===== src/rtl/out_ram_streamer_if.sv =====
// Byte-stream handshake between the output-RAM streamer and its consumer.
// The master drives valid/data/last; the slave returns ready.
interface out_ram_streamer_if;
  logic       m_valid;
  logic       m_ready;
  logic [7:0] m_data;
  logic       m_last;

  modport master (output m_valid, output m_data, output m_last, input m_ready);
  modport slave  (input m_valid, input m_data, input m_last, output m_ready);
endinterface


===== src/rtl/out_ram_streamer.sv =====
// Reads the packed output RAM word by word and streams each word as two bytes,
// low byte first, with last-byte flag, running mod-256 checksum and a done pulse.
module out_ram_streamer #(
  parameter int WORDS  = 16,
  parameter int ADDR_W = 4,
  parameter int DATA_W = 16
) (
  input  logic                      clk,
  input  logic                      rst,
  input  logic                      start_in,
  input  logic                      flush_in,
  output logic [ADDR_W-1:0]         ram_rd_addr,
  input  logic [DATA_W-1:0]         ram_rd_data,
  out_ram_streamer_if.master        m_if,
  output logic                      busy,
  output logic                      done_pulse,
  output logic [7:0]                checksum
);

  typedef enum logic [2:0] {IDLE, LOAD, SEND_LO, SEND_HI, DONE} state_t;

  localparam logic [ADDR_W-1:0] LAST_IDX = ADDR_W'(WORDS - 1);

  state_t              state;
  logic [ADDR_W-1:0]   word_cnt;
  logic [DATA_W-1:0]   word_reg;
  logic                start_q;
  logic                start_edge;

  function automatic logic [7:0] csum_add(input logic [7:0] acc, input logic [7:0] b);
    return acc + b;
  endfunction

  assign start_edge = start_in & ~start_q;

  always_ff @(posedge clk or posedge rst) begin
    if (rst) begin
      state         <= IDLE;
      word_cnt      <= '0;
      word_reg      <= '0;
      start_q       <= 1'b0;
      ram_rd_addr   <= '0;
      m_if.m_valid  <= 1'b0;
      m_if.m_data   <= 8'h00;
      m_if.m_last   <= 1'b0;
      busy          <= 1'b0;
      done_pulse    <= 1'b0;
      checksum      <= 8'h00;
    end else begin
      start_q    <= start_in;
      done_pulse <= 1'b0;
      if (flush_in) begin
        // Abort keeps the partial checksum so the consumer can inspect it.
        state        <= IDLE;
        word_cnt     <= '0;
        ram_rd_addr  <= '0;
        m_if.m_valid <= 1'b0;
        m_if.m_last  <= 1'b0;
        busy         <= 1'b0;
      end else begin
        case (state)
          IDLE: begin
            if (start_edge) begin
              word_cnt    <= '0;
              ram_rd_addr <= '0;
              checksum    <= 8'h00;
              busy        <= 1'b1;
              state       <= LOAD;
            end
          end
          LOAD: begin
            // Address was registered last cycle, so the async read is settled here.
            word_reg     <= ram_rd_data;
            m_if.m_data  <= ram_rd_data[7:0];
            m_if.m_valid <= 1'b1;
            m_if.m_last  <= 1'b0;
            state        <= SEND_LO;
          end
          SEND_LO: begin
            if (m_if.m_ready) begin
              checksum    <= csum_add(checksum, m_if.m_data);
              m_if.m_data <= word_reg[DATA_W-1:8];
              m_if.m_last <= (word_cnt == LAST_IDX);
              state       <= SEND_HI;
            end
          end
          SEND_HI: begin
            if (m_if.m_ready) begin
              checksum     <= csum_add(checksum, m_if.m_data);
              m_if.m_valid <= 1'b0;
              m_if.m_last  <= 1'b0;
              if (word_cnt == LAST_IDX) begin
                done_pulse <= 1'b1;
                state      <= DONE;
              end else begin
                word_cnt    <= word_cnt + 1'b1;
                ram_rd_addr <= word_cnt + 1'b1;
                state       <= LOAD;
              end
            end
          end
          DONE: begin
            busy  <= 1'b0;
            state <= IDLE;
          end
          default: begin
            state <= IDLE;
            busy  <= 1'b0;
          end
        endcase
      end
    end
  end

endmodule


===== src/flat_wrapper.sv =====
// flat-port wrapper written by rule: the top's interface ports become plain ports
module out_ram_streamer_flat 
#(
  parameter int WORDS  = 16,
  parameter int ADDR_W = 4,
  parameter int DATA_W = 16
)
  (clk, rst, start_in, flush_in, ram_rd_addr, ram_rd_data, busy, done_pulse, checksum, m_if_m_valid, m_if_m_data, m_if_m_last, m_if_m_ready);
  out_ram_streamer_if m_if_i ();
  input  logic clk;
  input  logic rst;
  input  logic start_in;
  input  logic flush_in;
  output logic [ADDR_W-1:0] ram_rd_addr;
  input  logic [DATA_W-1:0] ram_rd_data;
  output logic busy;
  output logic done_pulse;
  output logic [7:0] checksum;
  output wire logic [$bits(m_if_i.m_valid)-1:0] m_if_m_valid;
  output wire logic [$bits(m_if_i.m_data)-1:0] m_if_m_data;
  output wire logic [$bits(m_if_i.m_last)-1:0] m_if_m_last;
  input wire logic [$bits(m_if_i.m_ready)-1:0] m_if_m_ready;
  assign m_if_m_valid = m_if_i.m_valid;
  assign m_if_m_data = m_if_i.m_data;
  assign m_if_m_last = m_if_i.m_last;
  assign m_if_i.m_ready = m_if_m_ready;
  out_ram_streamer #(.WORDS(WORDS), .ADDR_W(ADDR_W), .DATA_W(DATA_W)) u_core (.clk(clk), .rst(rst), .start_in(start_in), .flush_in(flush_in), .ram_rd_addr(ram_rd_addr), .ram_rd_data(ram_rd_data), .m_if(m_if_i), .busy(busy), .done_pulse(done_pulse), .checksum(checksum));
endmodule

===== config.mk =====
export PLATFORM = sky130hd
export DESIGN_NAME = out_ram_streamer_flat
export DESIGN_NICKNAME = d
export VERILOG_FILES = /design/src/rtl/out_ram_streamer_if.sv /design/src/rtl/out_ram_streamer.sv /design/src/flat_wrapper.sv
export SDC_FILE = /design/constraint.sdc
export NUM_CORES = 1
export LEC_CHECK = 0
export ABC_CLOCK_PERIOD_IN_PS = 2600
export BUFFER_PORTS_ARGS = -buffer_cell sky130_fd_sc_hd__buf_2
export CAP_MARGIN = 40
export CORE_ASPECT_RATIO = 1.4
export CORE_MARGIN = 2
export CORE_UTILIZATION = 40
export CTS_CLUSTER_DIAMETER = 80
export DETAILED_ROUTE_END_ITERATION = 8
export SLEW_MARGIN = 20
export SYNTH_ARGS = -nofsm -noshare
export SYNTH_HDL_FRONTEND = slang
export SYNTH_SLANG_ARGS = --single-unit

===== constraint.sdc =====
create_clock -name clk -period 2.6 [get_ports clk]
set_input_delay 0.78 -clock clk [delete_from_list [all_inputs] [get_ports clk]]
set_output_delay 0.78 -clock clk [all_outputs]
set_load 0.05 [all_outputs]

==> run metrics <==
run status=finished clean; number of global-route vias before repair=1433; Critical Path Max Stage Delay=0.41 ns; dpl hpwl=2.910 mm; std cell rows=29; Worst Tran Pin Value=0.6224 ns; WL per Instance=13.08 microns; I/O pin cnt=45; post-synthesis simple-gate area fraction=15.63%; clock-pin slew on the worst setup and hold paths=0.07 ns; CTS tree=yes; mux contribution to synthesized area=8.895%; Hold Crit Class=register to register; VDD IR max=529.2 uV; Final ANT Viol Nets=0; Die Area=5360 sq um; layout cell share with drive strength beyond 1=30.43%; port buffer count=44; Synth Register Bits=36; largest net degree at the start of global routing=37; Clock Tree Buf Depth=2; Worst Path Arrival=2.32 ns; commonest non-fill, non-tap cells in the layout=buf_2, dfrtp_1, a21oi_1; DR DRC count=0; Core Area=4572 sq um; Remaining Overflow, GRT=0; Crit Path Class=register to register; max-slew violations=0; Final setup violation count=0; die width=62.45 microns; global-route wire length before repair=6.555 mm; HP Start=u_core.word_reg[11]; final worst path period share=81.80%; htree depth=2; Initial Utilization=41.84%; unrepaired setup endpoints after global routing=false; Rel. slew slack=58.51%; Max Cap Viol=0; GRT Total Usage=15.42%; dpl ws=0.4546 ns; r2r startpoint=u_core.m_if.m_data[0]; Post-synth EDFFs=0; Synth Area in Adders=6.279%; Critical Path End Type=register; Cell Pwr Density=1110 nW/um^2; crit-path cells=ha_1, fa_1, a21o_1, o21ba_2, o31ai_1, xor2_1, o31ai_1; Reg area=900.9 sq um; Clock Latency Late Sink=0.29 ns; Hold Buf Count CTS=0; DR iter-0 viols=39; most used cell, CP=o31ai_1; Final GP Congestion=0.7723; Seq/Total Area, Yosys=47.09%; die span in y=85.83 microns; ys async rst share=100.0%; Post-CTS Resized=0; worst setup path startpoint=u_core.m_if.m_data[0]; final wirelength=3.819 mm; delay-heaviest family, CP=compound AO/OA/AOI/OAI gates; postcts setup bufs=0; TNS Setup=0 ns; fin crit period=2.127 ns; area occupied by multi-input gates=952.2 sq um; XOR/XNOR Fraction of Synth Area=1.831%; Hold Vio Cnt, Final=0; DRT Pass-1 Iters=3; critical path launch point type=register; LEAKAGE=1.060 nW; CP max-delay cell=dfrtp_1; CP Buf/Inv Count=0; Ys Warns=0; final worst slack=0.4733 ns; Vias/cell=5.038; Syn Nets=214; Compound-Gate Fraction of Synth Area=17.14%; CTS buffer count=5; Post-Syn Instances=184; post-synthesis cell type count=42; Avg Synthesized Cell Area=10.40 sq um; crit-path max FO=3; Post-Syn Area=1913 sq um; ys flop type=dfrtp_1; nets@finish=260; main combinational cell family by area after synthesis=compound AO/OA/AOI/OAI gates; critical path required time=2.79 ns; Achievable Freq=470.2 MHz; clock sink total=36; CTS root buf=clkbuf_8; # fillers=480; antenna violations before repair=0; final setup skew=0.008207 ns; Area Growth Syn to Fin=18.25%; Vias=1471; n_diodes=0; most common cell after layout, fill and taps aside=buf_2
where the power goes:
part,leakage (nW),internal (mW),switching (mW)
combinational,0.565,0.451,0.803
sequential,0.453,0.736,0.149
clock,0.0410,0.182,0.189
worst reg2reg max path, cell delays in order, from the launching register on:
cell	delay, ns
dfrtp_1	0.41
ha_1	0.25
fa_1	0.41
a21o_1	0.21
o21ba_2	0.22
o31ai_1	0.24
xor2_1	0.10
o31ai_1	0.19
final cells by class:
| type | instances | area share (%) |
|---|---|---|
| Clock buffer | 6 | 3.208 |
| Multi-Input combinational cell | 136 | 42.09 |
| Sequential cell | 36 | 39.82 |
| Tap cell | 62 | 3.429 |
| Timing Repair Buffer | 46 | 10.40 |
| Inverter | 5 | 0.8296 |
| Clock inverter | 1 | 0.2212 |
per-stage QoR:
stage                     utilization (%)  power, mW  hold WS (ns)  std cells  cell area, sq um
after floorplan                         -      1.897        0.4804        184              1913
after global placement              47.78      2.152        0.4898        285              2185
after detailed placement            47.78      2.171        0.4965        285              2185
after CTS                           49.48      2.547        0.5125        292              2262
after global routing                49.48      2.700        0.5203        292              2262
final                               49.48      2.511        0.5066        292              2262
per-layer routing:
metal / share of wire, % / track usage, %
met1: 47 / 20.24
met2: 47 / 25.02
met3: 4.5 / 4.199
met4: 1.2 / 4.646
met5: 0 / 0
cell usage after synthesis, types with 3 or more instances:
master | instances | area (sq um)
dfrtp_1 | 36 | 900.9
a21oi_1 | 17 | 85.08
nand2_1 | 14 | 52.55
nor2_1 | 13 | 48.80
o21ai_0 | 9 | 45.04
ha_1 | 8 | 100.1
mux2_2 | 8 | 90.09
mux2i_1 | 8 | 80.08
buf_2 | 6 | 30.03
inv_1 | 5 | 18.77
nand3_1 | 5 | 25.02
o31ai_1 | 4 | 30.03
a211oi_1 | 3 | 22.52
a21o_1 | 3 | 22.52
nand2b_1 | 3 | 18.77
nand3b_1 | 3 | 22.52
nor2b_1 | 3 | 18.77
nor3_1 | 3 | 15.01
nor3b_1 | 3 | 22.52
worst paths after layout:
check / slack (ns) / depth (start not counted) / to
setup / recovery: 0.47 / 7 / u_core.checksum[6]
hold / removal: 0.51 / 1 / u_core.word_reg[11]
setup reg to reg: 0.47 / 7 / u_core.checksum[6]
hold reg to reg: 0.51 / 1 / u_core.word_reg[11]
max in group asynchronous: 1.69 / 3 / u_core.checksum[4]
min in group asynchronous: 0.59 / 3 / u_core.word_cnt[2]
kinds of logic after synthesis:
kind of cell | after synthesis
adder cells (fa/ha/maj) | 9
multiplexers | 16
AND/OR/NAND/NOR | 57
XOR/XNOR | 4
buffers and inverters | 12
flip-flops | 36
AO/OA/AOI/OAI | 50
No activity file was read; power rests on OpenSTA's default activity.
